<file path="config.mk">
export PLATFORM = sky130hd
export DESIGN_NAME = svga_raster_timing_gen
export DESIGN_NICKNAME = d
export VERILOG_FILES = /design/src/rtl/svga_raster_timing_gen.sv
export SDC_FILE = /design/constraint.sdc
export NUM_CORES = 1
export LEC_CHECK = 0
export ABC_AREA = 1
export CAP_MARGIN = 20
export CORE_MARGIN = 4
export CORE_UTILIZATION = 55
export DETAILED_ROUTE_END_ITERATION = 8
export HOLD_SLACK_MARGIN = 0.03
export PLACE_DENSITY = 0.88
export SYNTH_ARGS = -nofsm -noshare
export SYNTH_HDL_FRONTEND = slang
export SYNTH_SLANG_ARGS = --single-unit
</file>
<file path="constraint.sdc">
create_clock -name pixel_clock -period 8.1 [get_ports pixel_clock]
set_input_delay 1.62 -clock pixel_clock [delete_from_list [all_inputs] [get_ports pixel_clock]]
set_output_delay 1.62 -clock pixel_clock [all_outputs]
set_load 0.01 [all_outputs]
</file>
<file path="src/rtl/svga_raster_timing_gen.sv">
// Parametrised raster timing: sync/blank/border plus text-cell and graphics address counters.
// Define SVGA_RASTER_IRQ_EN to add the raster-line interrupt (irq_line, irq_ack, raster_irq).
module svga_raster_timing_gen #(
    parameter int H_ACTIVE     = 640,
    parameter int H_FP         = 16,
    parameter int H_SYNC       = 96,
    parameter int H_BP         = 48,
    parameter int V_ACTIVE     = 480,
    parameter int V_FP         = 10,
    parameter int V_SYNC       = 2,
    parameter int V_BP         = 33,
    parameter int HS_POL       = 1,
    parameter int VS_POL       = 1,
    parameter int BORDER_X     = 64,
    parameter int BORDER_Y     = 48,
    parameter int DECODE_DELAY = 7
) (
    input  logic        pixel_clock,
    input  logic        reset,
    input  logic [3:0]  cell_w_m1,
    input  logic [4:0]  cell_h_m1,
    input  logic [1:0]  pix_rep_m1,
    input  logic [1:0]  line_rep_m1,
`ifdef SVGA_RASTER_IRQ_EN
    input  logic [9:0]  irq_line,
    input  logic        irq_ack,
    output logic        raster_irq,
`endif
    output logic        h_synch,
    output logic        v_synch,
    output logic        blank,
    output logic [10:0] pixel_count,
    output logic [9:0]  line_count,
    output logic        show_border,
    output logic        frame_start,
    output logic [3:0]  subchar_pixel,
    output logic [4:0]  subchar_line,
    output logic [6:0]  char_column,
    output logic [6:0]  char_line,
    output logic [8:0]  graph_x,
    output logic [8:0]  graph_y
);

    localparam int H_TOTAL = H_ACTIVE + H_FP + H_SYNC + H_BP;
    localparam int V_TOTAL = V_ACTIVE + V_FP + V_SYNC + V_BP;

    localparam logic [10:0] H_LAST   = 11'(H_TOTAL - 1);
    localparam logic [9:0]  V_LAST   = 10'(V_TOTAL - 1);
    localparam logic [10:0] H_ACT    = 11'(H_ACTIVE);
    localparam logic [9:0]  V_ACT    = 10'(V_ACTIVE);
    localparam logic [10:0] HS_FIRST = 11'(H_ACTIVE + H_FP);
    localparam logic [10:0] HS_LAST  = 11'(H_ACTIVE + H_FP + H_SYNC - 1);
    localparam logic [9:0]  VS_FIRST = 10'(V_ACTIVE + V_FP);
    localparam logic [9:0]  VS_LAST  = 10'(V_ACTIVE + V_FP + V_SYNC - 1);
    localparam logic [10:0] BX_FIRST = 11'(BORDER_X);
    localparam logic [10:0] BX_LAST  = 11'(H_ACTIVE - BORDER_X - 1);
    localparam logic [9:0]  BY_FIRST = 10'(BORDER_Y);
    localparam logic [9:0]  BY_LAST  = 10'(V_ACTIVE - BORDER_Y - 1);
    localparam logic [10:0] FW_FIRST = 11'(BORDER_X - DECODE_DELAY);
    localparam logic [10:0] FW_LAST  = 11'(H_ACTIVE - BORDER_X - DECODE_DELAY - 1);
    localparam logic        HS_ON    = (HS_POL != 0);
    localparam logic        VS_ON    = (VS_POL != 0);

    logic [10:0] pc_q, pc_d;
    logic [9:0]  lc_q, lc_d;
    logic        hs_q, hs_d, vs_q, vs_d, blank_q, blank_d;
    logic        border_q, border_d, fs_q, fs_d;
    logic [3:0]  cw_q, cw_d;
    logic [4:0]  ch_q, ch_d;
    logic [1:0]  pr_q, pr_d, lr_q, lr_d;
    logic [3:0]  sub_px_q, sub_px_d;
    logic [6:0]  col_q, col_d;
    logic [8:0]  gx_q, gx_d;
    logic [1:0]  prep_q, prep_d;
    logic [4:0]  sub_ln_q, sub_ln_d;
    logic [6:0]  row_q, row_d;
    logic [8:0]  gy_q, gy_d;
    logic [1:0]  lrep_q, lrep_d;
    logic        h_wrap, fetch_win, line_win, h_vis, l_vis;

    always_ff @(posedge pixel_clock or posedge reset) begin
        if (reset) begin
            pc_q     <= '0;
            lc_q     <= '0;
            hs_q     <= ~HS_ON;
            vs_q     <= ~VS_ON;
            blank_q  <= 1'b0;
            border_q <= 1'b1;
            fs_q     <= 1'b0;
            cw_q     <= '0;
            ch_q     <= '0;
            pr_q     <= '0;
            lr_q     <= '0;
            sub_px_q <= '0;
            col_q    <= '0;
            gx_q     <= '0;
            prep_q   <= '0;
            sub_ln_q <= '0;
            row_q    <= '0;
            gy_q     <= '0;
            lrep_q   <= '0;
        end else begin
            pc_q     <= pc_d;
            lc_q     <= lc_d;
            hs_q     <= hs_d;
            vs_q     <= vs_d;
            blank_q  <= blank_d;
            border_q <= border_d;
            fs_q     <= fs_d;
            cw_q     <= cw_d;
            ch_q     <= ch_d;
            pr_q     <= pr_d;
            lr_q     <= lr_d;
            sub_px_q <= sub_px_d;
            col_q    <= col_d;
            gx_q     <= gx_d;
            prep_q   <= prep_d;
            sub_ln_q <= sub_ln_d;
            row_q    <= row_d;
            gy_q     <= gy_d;
            lrep_q   <= lrep_d;
        end
    end

    // Flags are computed from the next position so they line up with the counters.
    always_comb begin
        h_wrap = (pc_q == H_LAST);
        pc_d   = h_wrap ? '0 : pc_q + 11'd1;
        lc_d   = lc_q;
        if (h_wrap) lc_d = (lc_q == V_LAST) ? '0 : lc_q + 10'd1;

        hs_d     = (pc_d >= HS_FIRST && pc_d <= HS_LAST) ? HS_ON : ~HS_ON;
        vs_d     = (lc_d >= VS_FIRST && lc_d <= VS_LAST) ? VS_ON : ~VS_ON;
        blank_d  = (pc_d >= H_ACT) || (lc_d >= V_ACT);
        h_vis    = (pc_d >= BX_FIRST) && (pc_d <= BX_LAST);
        l_vis    = (lc_d >= BY_FIRST) && (lc_d <= BY_LAST);
        border_d = ~(h_vis && l_vis);
        fs_d     = (pc_d == '0) && (lc_d == '0);

        cw_d = cw_q;
        ch_d = ch_q;
        pr_d = pr_q;
        lr_d = lr_q;
        if (fs_q) begin
            cw_d = cell_w_m1;
            ch_d = cell_h_m1;
            pr_d = pix_rep_m1;
            lr_d = line_rep_m1;
        end

        fetch_win = (pc_q >= FW_FIRST) && (pc_q <= FW_LAST);
        line_win  = (lc_q >= BY_FIRST) && (lc_q <= BY_LAST);

        sub_px_d = sub_px_q;
        col_d    = col_q;
        gx_d     = gx_q;
        prep_d   = prep_q;
        if (h_wrap) begin
            sub_px_d = '0;
            col_d    = '0;
            gx_d     = '0;
            prep_d   = '0;
        end else if (fetch_win) begin
            if (sub_px_q == cw_q) begin
                sub_px_d = '0;
                col_d    = col_q + 7'd1;
            end else begin
                sub_px_d = sub_px_q + 4'd1;
            end
            if (prep_q == pr_q) begin
                prep_d = '0;
                gx_d   = gx_q + 9'd1;
            end else begin
                prep_d = prep_q + 2'd1;
            end
        end

        sub_ln_d = sub_ln_q;
        row_d    = row_q;
        gy_d     = gy_q;
        lrep_d   = lrep_q;
        if (fs_d) begin
            sub_ln_d = '0;
            row_d    = '0;
            gy_d     = '0;
            lrep_d   = '0;
        end else if (h_wrap && line_win) begin
            if (sub_ln_q == ch_q) begin
                sub_ln_d = '0;
                row_d    = row_q + 7'd1;
            end else begin
                sub_ln_d = sub_ln_q + 5'd1;
            end
            if (lrep_q == lr_q) begin
                lrep_d = '0;
                gy_d   = gy_q + 9'd1;
            end else begin
                lrep_d = lrep_q + 2'd1;
            end
        end
    end

`ifdef SVGA_RASTER_IRQ_EN
    logic irq_q, irq_d, irq_set_now, irq_set_next;

    // An ack landing on the set cycle itself is ignored so the set wins.
    always_comb begin
        irq_set_now  = (pc_q == '0) && (lc_q == irq_line);
        irq_set_next = (pc_d == '0) && (lc_d == irq_line);
        irq_d        = irq_set_next || (irq_q && !(irq_ack && !irq_set_now));
    end

    always_ff @(posedge pixel_clock or posedge reset) begin
        if (reset) irq_q <= 1'b0;
        else       irq_q <= irq_d;
    end

    assign raster_irq = irq_q;
`endif

    assign h_synch       = hs_q;
    assign v_synch       = vs_q;
    assign blank         = blank_q;
    assign pixel_count   = pc_q;
    assign line_count    = lc_q;
    assign show_border   = border_q;
    assign frame_start   = fs_q;
    assign subchar_pixel = sub_px_q;
    assign subchar_line  = sub_ln_q;
    assign char_column   = col_q;
    assign char_line     = row_q;
    assign graph_x       = gx_q;
    assign graph_y       = gy_q;

endmodule

</file>
Yosys cells after proc, flatten, opt, wreduce, memory -nomap -nowiden

Index checks and enable logic that the tools add are counted.

Flip-flop bits (word level): 84
Output and inout port bits: 67
Input bits: 15

Multiplexer cells: 29
Bitwise logic cells: 1
Magnitude comparators: 14
Reductions and logical operators: 22
$add $sub $neg: 10
Equality and inequality tests: 6

Operator list:

| operator                                                             | number |
|---|---|
| 2-to-1 mux 9 bit                                                     | 6 |
| 2-to-1 mux 7 bit                                                     | 6 |
| less-or-equal comparator 11 x 10 -> 1 bit (second input constant)    | 3 |
| less-or-equal comparator 10 x 9 -> 1 bit (second input constant)     | 3 |
| greater-or-equal comparator 11 x 10 -> 1 bit (second input constant) | 2 |
| greater-or-equal comparator 10 x 6 -> 1 bit (second input constant)  | 2 |
| greater-or-equal comparator 10 x 9 -> 1 bit (second input constant)  | 2 |
| 2-to-1 mux 10 bit                                                    | 2 |
| adder 9 x 1 -> 9 bit (second input constant)                         | 2 |
| 2-to-1 mux 5 bit                                                     | 3 |
| adder 7 x 1 -> 7 bit (second input constant)                         | 2 |
| 2-to-1 mux 2 bit                                                     | 6 |
| 2-to-1 mux 4 bit                                                     | 3 |
| nonzero test 2 bit                                                   | 6 |
| adder 11 x 1 -> 11 bit (second input constant)                       | 1 |
| == test 11 x 10 -> 1 bit (second input constant)                     | 1 |
| greater-or-equal comparator 11 x 6 -> 1 bit (second input constant)  | 1 |
| greater-or-equal comparator 11 x 7 -> 1 bit (second input constant)  | 1 |
| logical NOT 11 bit                                                   | 1 |
| 2-to-1 mux 11 bit                                                    | 1 |
| adder 10 x 1 -> 10 bit (second input constant)                       | 1 |
| == test 10 bit (second input constant)                               | 1 |
| logical NOT 10 bit                                                   | 1 |
| logical AND 1 bit                                                    | 9 |
| other kinds (10)                                                     | 16 |

Logic depth before layout (Yosys ltp)

Gate-level depths: netlist of run 1.

Word-level depth: 7
Mapped depth: 16

Least setup slack after synthesis of run 1

OpenSTA, ideal clock, no wires.

Kind: register to output
Start: register border_q (netlist: show_border)
End: output show_border
Arrival: 0.520 ns
Slack: 5.960 ns
Cell stages (with the launch flop): 1
Cell sequence: dfstp_2

RTL lines:

| element                | RTL line | text |
|---|---|---|
| from (decl)            | 67       | `logic border_q, border_d, fs_q, fs_d;` |
| from (signal assigned) | 108      | `border_q <= border_d;` |
| to (decl)              | 34       | `output logic show_border,` |

No word-level cell between the ends.

Worst setup path after layout of run 1

Start: register fs_q (netlist: frame_start)
End: output frame_start

RTL lines:

| element                | RTL line | text |
|---|---|---|
| from (decl)            | 67       |  |
| from (signal assigned) | 109      | `fs_q <= fs_d;` |
| to (decl)              | 35       | `output logic frame_start,` |

No word-level cell between the ends.

==> results of run 1 <==
-- worst min-delay path by stage --
| stage | start | to | depth (start not counted) |
|---|---|---|---|
| floorplan | prep_q[1] | prep_q[1] | 2 |
| CTS | cw_q[0] | cw_q[0] | 1 |
| finish | cw_q[0] | cw_q[0] | 1 |
| global placement | cw_q[1] | cw_q[1] | 1 |
| detailed placement | pr_q[0] | pr_q[0] | 1 |
| global route | cw_q[3] | cw_q[3] | 1 |
-- registers in the layout, summed over array words and instances (netlist names) --
signal and flops:
char_column 7, subchar_pixel 4, graph_y 9, v_synch 1
blank 1, h_synch 1, ch_q 5, char_line 7
prep_q 2, pixel_count 11, cw_q 4, pr_q 2
subchar_line 5, lrep_q 2, graph_x 9, line_count 10
lr_q 2, show_border 1, frame_start 1
-- cells in the mapped netlist (all sizes together) (2+ instances only) --
library cell  instances  area share [%]
nand2               164              13
dfrtp                83              40
inv                  79             5.8
nor2                 69             6.0
nand3                54             6.0
nand4                37             4.5
xor2                 27             4.7
o21ai                26             2.5
nor3                 19             2.3
o211ai               17             2.8
ha                   12             2.9
mux2                 11             2.4
buf                   8             1.4
xnor2                 8             1.4
clkbuf                7            0.51
a21oi                 6            0.58
nand3b                4            0.58
clkinv                3            0.27
o21a                  2            0.29
-- power groups by stage --
stage               logic, mW  registers [mW]  clock network (mW)
global placement       0.0158           0.427                   0
global route           0.0193           0.419               0.363
floorplan             0.00614           0.427                   0
detailed placement     0.0160           0.427                   0
CTS                    0.0162           0.419               0.340
finish                 0.0171           0.419               0.338
-- layer usage --
layer / part of all wire (%) / global-route usage [%] / vias to the layer above
li1: - / - / 2279
met1: 45 / 32.4 / 2265
met2: 49 / 38.6 / 134
met3: 4.6 / 3.58 / 21
met4: 1.3 / 7.22 / 0
met5: 0 / 0 / -
-- per-stage QoR --
step	power [mW]	hold slack [ps]
floorplan	0.433	486
global placement	0.443	512
detailed placement	0.443	518
CTS	0.775	546
global route	0.801	560
finish	0.774	543
-- logic make-up (layout without fill, tap and decap cells) --
family	after synthesis	after routing	synth area share [%]
adder cells (fa/ha/maj)	12	12	2.92
multiplexers	11	11	2.41
AO/OA/AOI/OAI	56	56	6.98
flip-flops	84	84	40.9
XOR/XNOR	35	35	6.10
AND/OR/NAND/NOR	350	350	32.8
buffers and inverters	97	181	7.90
-- cell type report --
cell class | instances | area (um2) | share of cell area, %
timing repair buffer | 83 | 846 | 13.5
clock inverter | 5 | 85.1 | 1.36
sequential | 84 | 2100 | 33.6
inverter | 82 | 312 | 4.98
multi-input combinational | 464 | 2640 | 42.1
clock buffer | 11 | 141 | 2.26
tap | 111 | 139 | 2.22
==> impl_metrics.py, run 1 <==
metrics = {
    "critical_path": {
        "criticalPathCategory": "flip-flop to output pin",
        "regToRegStartpoint": "pixel_count[0]",
        "r2r-end": "char_line[5]",
        "r2r_setup_slack_ps": 5160,
        "crit_path_end": "frame_start",
        "start_kind": "flip-flop",
        "crit_chain": "clkdlybuf4s50_1",
        "crit_arrival_ps": 1740,
        "critPathBufInv": 1,
        "cp_top_family": "flip-flops",
        "required_ps": 6480,
        "cpPeakStageDelay_ps": 720,
        "end_kind": "output pin",
        "critPathSlowestCell": "dfrtp_1",
        "reg2reg_depth": 9,
        "crit_fanout": 16,
        "setup.worst_path.start": "frame_start",
        "path_depth": 1,
    },
    "detailed_routing": {
        "finalWirelength_mm": 12.8,
        "viasPerCell": 5.59,
        "drc_errors": 0,
        "drt_iter0_drc": 429,
        "dr.pass1.iters": 5,
        "vias": 4699,
        "postRouteAntennaNets": 0,
        "post_drt_wl_per_cell_um": 15.2,
    },
    "worst_hold_path": {
        "hp-class": "flip-flop to flip-flop",
    },
    "timing": {
        "finalSetupViolCount": 0,
        "layout_min_cycle_time_ps": 3360,
        "maxSlewViolCount": 0,
        "fmax_ghz": 0.297,
        "fin_crit_sh_pct": 41.5,
        "rsz0062_at_grt": "false",
        "tns_ps": 0,
        "hold_viol_final": 0,
        "worst_pin_slew_ps": 852,
        "fin_ws_ps": 4740,
        "slew_headroom_pct": 43.2,
        "clock_skew_ps": 15.4,
    },
    "finish": {
        "fin_nets": 751,
        "drive_above_1_share_pct": 9.74,
        "n_antenna_cell": 0,
        "area_delta_synth_final_pct": 21.7,
        "fin_cells": 840,
        "mostFrequentLayoutCells": "nand2_1 (150), dfrtp_1 (83), clkdlybuf4s50_1 (81), inv_1 (76), nor2_1 (59)",
        "final_common_cell": "nand2_1",
        "finish.instance_area_um2": 6260,
        "nFillCells": 727,
        "utilization_pct": 68.4,
    },
    "yosys": {
        "syn_inst": 645,
        "synth_edf_count": 0,
        "ys.flop_type": "dfrtp_1",
        "syn-num-nets": 672,
        "synth-seq-cells": 84,
        "ys_seq_area_share_pct": 40.9,
        "synth.avg_cell_area_um2": 7.98,
        "async_flop_share_pct": 100,
        "syn-cell-area_um2": 5140,
        "ys_warn_count": 0,
        "synth.distinct_cells": 42,
    },
    "grt": {
        "grt_overflow": 0,
        "grt_max_degree": 85,
        "antenna_found_initial": 0,
        "grt_pass1_wl_mm": 21.6,
        "grt_pass1_vias": 4568,
        "track_usage_pct": 23.6,
    },
    "clocking": {
        "post-cts-setup-buffers": 0,
        "clkTransAtPathRegs_ps": 90,
        "clk_latency_ps": 350,
        "cts_max_level": 3,
        "clk_root_buffer_cell": "clkbuf_8",
        "cts.sinks": 84,
        "clock_path_buffers": 2,
        "cts_tree": "yes",
        "cts_resized": 0,
        "numCtsBuffers": 9,
        "cts_hold_buf": 0,
    },
    "job": {
        "maxCapViolations": 0,
    },
    "power_and_ir_drop": {
        "pwr-share-clk_pct": 43.6,
        "swShare_pct": 21.1,
        "seq_power_share_pct": 54.1,
        "p_sw_mw": 0.164,
        "p_comb_share_pct": 2.2,
        "peakVddDrop_mv": 0.0856,
        "powerDensity_nw_per_um2": 124,
        "internal-power_mw": 0.610,
        "leakagePower_nw": 3.19,
    },
    "die": {
        "coreArea_um2": 9150,
        "dieArea_um2": 11000,
        "io_pins": 82,
        "die_x_um": 105,
        "rows": 35,
        "die_y_um": 105,
        "start_util_pct": 56.2,
    },
    "placed_design": {
        "place_ws_ps": 5070,
        "place_inst": 823,
        "dp_hpwl_mm": 9.30,
        "placement.cell_area_um2": 6010,
        "port_buffers": 81,
        "gp_congestion": 0.887,
    },
    "run_status": {
        "status": "complete, no violations",
    },
}
(Power assumes the default switching activity.)
==> run 2, diff against run 1 <==
--- a/config.mk
+++ b/config.mk
@@ -8,10 +8,10 @@
 export ABC_AREA = 1
 export CAP_MARGIN = 20
 export CORE_MARGIN = 4
-export CORE_UTILIZATION = 55
+export CORE_UTILIZATION = 54
 export DETAILED_ROUTE_END_ITERATION = 8
 export HOLD_SLACK_MARGIN = 0.03
-export PLACE_DENSITY = 0.88
+export PLACE_DENSITY = 0.86
 export SYNTH_ARGS = -nofsm -noshare
 export SYNTH_HDL_FRONTEND = slang
 export SYNTH_SLANG_ARGS = --single-unit
==> constraint.sdc (replaced) <==
create_clock -name pixel_clock -period 3.2 [get_ports pixel_clock]
set_input_delay 0.64 -clock pixel_clock [delete_from_list [all_inputs] [get_ports pixel_clock]]
set_output_delay 0.64 -clock pixel_clock [all_outputs]
set_load 0.01 [all_outputs]
==> impl_metrics.py, run 2 (synthesis results as in run 1) <==
metrics = {
    "finish": {
        "n_antenna_cell": 0,
        "mostFrequentLayoutCells": "nand2_1 (150), dfrtp_1 (83), clkdlybuf4s50_1 (81), inv_1 (76), nor2_1 (59)",
        "final_common_cell": "nand2_1",
        "fin_nets": 755,
        "largest_reg_flops": 11,
        "drive_above_1_share_pct": 10.2,
        "area_delta_synth_final_pct": 22.6,
        "nFillCells": 729,
    },
    "clocking": {
        "post-cts-setup-buffers": 0,
        "numCtsBuffers": 9,
        "cts_max_level": 3,
        "clk_root_buffer_cell": "clkbuf_8",
        "clkTransAtPathRegs_ps": 80,
        "cts_hold_buf": 0,
        "cts_resized": 0,
        "clk_latency_ps": 340,
        "cts_tree": "yes",
        "clock_path_buffers": 2,
        "cts.sinks": 84,
    },
    "die": {
        "start_util_pct": 55.7,
        "io_pins": 82,
        "coreArea_um2": 9240,
        "rows": 35,
        "die_y_um": 106,
        "die_x_um": 106,
        "dieArea_um2": 11200,
    },
    "critical_path": {
        "crit_arrival_ps": 3060,
        "required_ps": 3410,
        "regToRegStartpoint": "pixel_count[0]",
        "r2r_setup_slack_ps": 350,
        "criticalPathCategory": "flip-flop to flip-flop",
        "reg2reg_depth": 12,
        "end_kind": "flip-flop",
        "r2r-end": "char_line[3]",
        "start_kind": "flip-flop",
        "crit_fanout": 45,
    },
    "timing": {
        "layout_min_cycle_time_ps": 2850,
        "clock_skew_ps": 13.7,
        "maxSlewViolCount": 0,
        "rsz0062_at_grt": "false",
        "worst_pin_slew_ps": 740,
        "fmax_ghz": 0.351,
        "fin_ws_ps": 353,
        "finalSetupViolCount": 0,
        "tns_ps": 0,
        "hold_viol_final": 0,
        "slew_headroom_pct": 50.6,
        "fin_crit_sh_pct": 89.0,
    },
    "detailed_routing": {
        "postRouteAntennaNets": 0,
        "dr.pass1.iters": 5,
        "post_drt_wl_per_cell_um": 14.8,
        "finalWirelength_mm": 12.7,
        "viasPerCell": 5.45,
        "vias": 4695,
        "drc_errors": 0,
        "drt_iter0_drc": 359,
    },
    "worst_hold_path": {
        "worstHoldEndpoint": "cw_q[1]",
        "hp-class": "flip-flop to flip-flop",
        "worstHoldPathCells": 1,
        "hp-start": "cw_q[1]",
    },
    "grt": {
        "grt.busiest_layer": "met2",
        "use_met2_pct": 36.4,
        "track_usage_pct": 23.2,
        "grt_max_degree": 46,
        "grt_pass1_wl_mm": 21.5,
        "antenna_found_initial": 0,
        "use_met3_pct": 3.74,
        "grt_overflow": 0,
        "grt_util_met1_pct": 33.8,
        "grt_pass1_vias": 4418,
    },
    "placed_design": {
        "gp_congestion": 0.926,
        "dp_hpwl_mm": 9.49,
        "port_buffers": 81,
        "place_ws_ps": 421,
    },
    "run_status": {
        "status": "complete, no violations",
    },
    "power_and_ir_drop": {
        "pwr-share-clk_pct": 43.4,
        "powerDensity_nw_per_um2": 309,
        "peakVddDrop_mv": 0.208,
        "internal-power_mw": 1.54,
        "leakagePower_nw": 3.21,
        "seq_power_share_pct": 54.4,
        "p_sw_mw": 0.405,
        "p_comb_share_pct": 2.1,
        "swShare_pct": 20.8,
    },
    "job": {
        "maxCapViolations": 0,
    },
}
run 2: changes by cell type in the layout (fill, tap and decap cells not counted), sizes merged:
cell	change
buf	+4
run 2: how the worst max path moves through the flow:
stage                   startpoint  cells past startpoint      endpoint
CTS                 pixel_count[0]                     12  char_line[3]
global placement    pixel_count[0]                     12  char_line[4]
detailed placement  pixel_count[0]                     12  char_line[3]
finish              pixel_count[0]                     12  char_line[3]
global route        pixel_count[1]                     12  char_line[3]
floorplan                    reset                      1         blank
run 2: critical path: stages (launching register included):
cell	delay [ps]
dfrtp_1	510
ha_1	270
nand2_4	100
nor2_4	180
nand3_4	240
clkinv_2	200
nand2_1	70
nand2_1	240
nand3_2	140
nor3_4	180
nand2_4	300
o211ai_1	200
nand2_1	100
run 2: cell type report:
cell class	instances	area, um2	share of cell area, %
Sequential cell	84	2100	33.4
Clock inverter	5	85.1	1.35
Timing Repair Buffer	87	868	13.8
Clock buffer	11	141	2.24
Tap cell	129	161	2.56
Multi-Input combinational cell	464	2640	41.8
Inverter	82	312	4.94
run 2: stage by stage:
stage / std cells / cell area [um2] / util, % / power (mW) / hold WS (ps)
2_1_floorplan: 645 / 5140 / - / 1.10 / 486
3_3_place_gp: 846 / 6080 / 65.8 / 1.12 / 511
3_5_place_dp: 846 / 6080 / 65.8 / 1.13 / 522
4_1_cts: 862 / 6310 / 68.2 / 1.96 / 547
5_1_grt: 862 / 6310 / 68.2 / 2.02 / 554
6_report: 862 / 6310 / 68.2 / 1.95 / 539
run 2: power groups by stage:
| stage | Combinational (mW) | Sequential, mW | Clock (mW) |
|---|---|---|---|
| floorplan | 0.0155 | 1.08 | 0 |
| global placement | 0.0430 | 1.08 | 0 |
| detailed placement | 0.0439 | 1.08 | 0 |
| CTS | 0.0440 | 1.06 | 0.859 |
| global route | 0.0478 | 1.06 | 0.911 |
| finish | 0.0417 | 1.06 | 0.846 |
run 2: per-layer routing:
layer | vias to the layer above | part of all wire [%]
met5 | - | 0
met4 | 0 | 1.1
met3 | 14 | 5.9
met2 | 181 | 46
met1 | 2218 | 47
li1 | 2282 | -
==> run 3, diff against run 2 <==
--- a/config.mk
+++ b/config.mk
@@ -12,6 +12,7 @@
 export DETAILED_ROUTE_END_ITERATION = 8
 export HOLD_SLACK_MARGIN = 0.03
 export PLACE_DENSITY = 0.86
+export SETUP_SLACK_MARGIN = 0.4
 export SYNTH_ARGS = -nofsm -noshare
 export SYNTH_HDL_FRONTEND = slang
 export SYNTH_SLANG_ARGS = --single-unit
==> impl_metrics.py, run 3 (synthesis results as in run 1) <==
metrics = {
    "clocking": {
        "numCtsBuffers": 9,
        "post-cts-setup-buffers": 0,
        "cts_max_level": 3,
        "clk_root_buffer_cell": "clkbuf_8",
        "cts_tree": "yes",
        "clock_path_buffers": 2,
        "clkTransAtPathRegs_ps": 90,
        "clk_latency_ps": 350,
        "cts_hold_buf": 0,
        "cts.sinks": 84,
    },
    "finish": {
        "n_antenna_cell": 0,
        "area_delta_synth_final_pct": 23.3,
        "final_common_cell": "nand2_1",
        "mostFrequentLayoutCells": "nand2_1 (150), dfrtp_1 (81), clkdlybuf4s50_1 (81), inv_1 (76), nor2_1 (58)",
        "nFillCells": 748,
        "fin_nets": 754,
        "multi_input_area_um2": 2650,
        "ff_latch_area_um2": 2110,
        "largest_reg_flops": 11,
        "drive_above_1_share_pct": 10.7,
    },
    "critical_path": {
        "r2r_setup_slack_ps": 680,
        "cpMostUsedCell": "nand2_1",
        "end_kind": "flip-flop",
        "regToRegStartpoint": "line_count[0]",
        "start_kind": "flip-flop",
        "required_ps": 3490,
        "crit_fanout": 45,
        "crit_chain": "ha_1, nand2_1, nor2_1, nand2_1, xor2_1, o21ai_1, inv_1, nand2_2, nor2_4, nand2_8, nand4_1, nand2_1",
        "cpPeakStageDelay_ps": 540,
        "setup.worst_path.start": "line_count[0]",
        "criticalPathCategory": "flip-flop to flip-flop",
        "critPathSlowestCell": "dfrtp_1",
        "crit_arrival_ps": 2810,
    },
    "timing": {
        "fin_crit_sh_pct": 78.9,
        "fmax_ghz": 0.396,
        "layout_min_cycle_time_ps": 2520,
        "rsz0062_at_grt": "false",
        "tns_ps": 0,
        "clock_skew_ps": 13.9,
        "worst_pin_slew_ps": 729,
        "finalSetupViolCount": 0,
        "maxSlewViolCount": 0,
        "hold_viol_final": 0,
        "slew_headroom_pct": 51.4,
        "fin_ws_ps": 675,
    },
    "worst_hold_path": {
        "hp-class": "flip-flop to flip-flop",
        "hp-start": "cw_q[2]",
    },
    "placed_design": {
        "dp_hpwl_mm": 9.49,
        "gp_congestion": 0.934,
        "port_buffers": 81,
        "place_ws_ps": 609,
    },
    "job": {
        "maxCapViolations": 0,
    },
    "grt": {
        "track_usage_pct": 23.5,
        "antenna_found_initial": 0,
        "grt_max_degree": 56,
        "grt_pass1_vias": 4582,
        "grt_overflow": 0,
        "grt_pass1_wl_mm": 21.9,
    },
    "die": {
        "rows": 35,
        "dieArea_um2": 11200,
        "start_util_pct": 55.7,
        "die_y_um": 106,
        "die_x_um": 106,
        "io_pins": 82,
        "coreArea_um2": 9240,
    },
    "detailed_routing": {
        "dr.pass1.iters": 6,
        "finalWirelength_mm": 12.9,
        "viasPerCell": 5.49,
        "post_drt_wl_per_cell_um": 15.0,
        "drc_errors": 0,
        "vias": 4728,
        "postRouteAntennaNets": 0,
        "drt_iter0_drc": 327,
    },
    "power_and_ir_drop": {
        "leakagePower_nw": 3.20,
        "peakVddDrop_mv": 0.214,
        "totalPowerFinal_mw": 2.05,
        "powerDensity_nw_per_um2": 324,
    },
    "run_status": {
        "status": "complete, no violations",
    },
}
==> run 3: layout make-up <==
cell class	count	share of cell area, %
multi-input cells	464	41.7
flip-flops and latches	84	33.2
repair buffers	86	13.6
inverters	82	4.95
well taps	129	2.54
clock buffers	11	2.39
clock inverters	5	1.68
==> run 3: repair_timing <==
action | 4_1_cts | 5_1_grt
setup endpoints to repair | 0 | 19
gates resized for setup | 0 | 4
endpoints found under the hold margin | 0 | 0
==> run 3: stage by stage <==
stage               hold WS (ps)  cell area, um2  utilization (%)  instances
finish                       539            6350             68.7        861
global route                 574            6350             68.7        861
CTS                          542            6330             68.5        861
detailed placement           523            6070             65.7        845
global placement             512            6070             65.7        845
floorplan                    486            5150                -        645
==> run 3: per-layer routing <==
metal / track usage, % / wire, um / vias up
met5: 0 / 0 / -
met4: 7.12 / 208 / 0
met3: 3.80 / 640 / 23
met2: 37.6 / 6100 / 153
met1: 33.0 / 5950 / 2267
li1: - / - / 2285
==> run 3: worst max-delay path, delay by kind of cell, from the launching register on <==
family / cells / cell delay (ps)
xor+xnor: 1 / 160
buf+inv: 1 / 120
compound gates: 1 / 280
flops: 1 / 540
fa+ha+maj: 1 / 310
simple gates: 8 / 1050
==> run 3: power breakdown <==
group,internal (mW),switching (mW),leakage [nW]
Sequential,1.06,0,1.14
Clock,0.565,0.389,0.126
Combinational,0.0177,0.0233,1.93
Total,1.64,0.412,3.20
==> run 3: path summary, 6_finish.rpt <==
path                               endpoint  depth (start not counted)
worst max-delay path             graph_y[3]                         12
worst min-delay path                cw_q[2]                          1
worst max register to register   graph_y[3]                         12
worst min register to register      cw_q[2]                          1
max in group asynchronous       show_border                          3
min in group asynchronous           cw_q[3]                          2
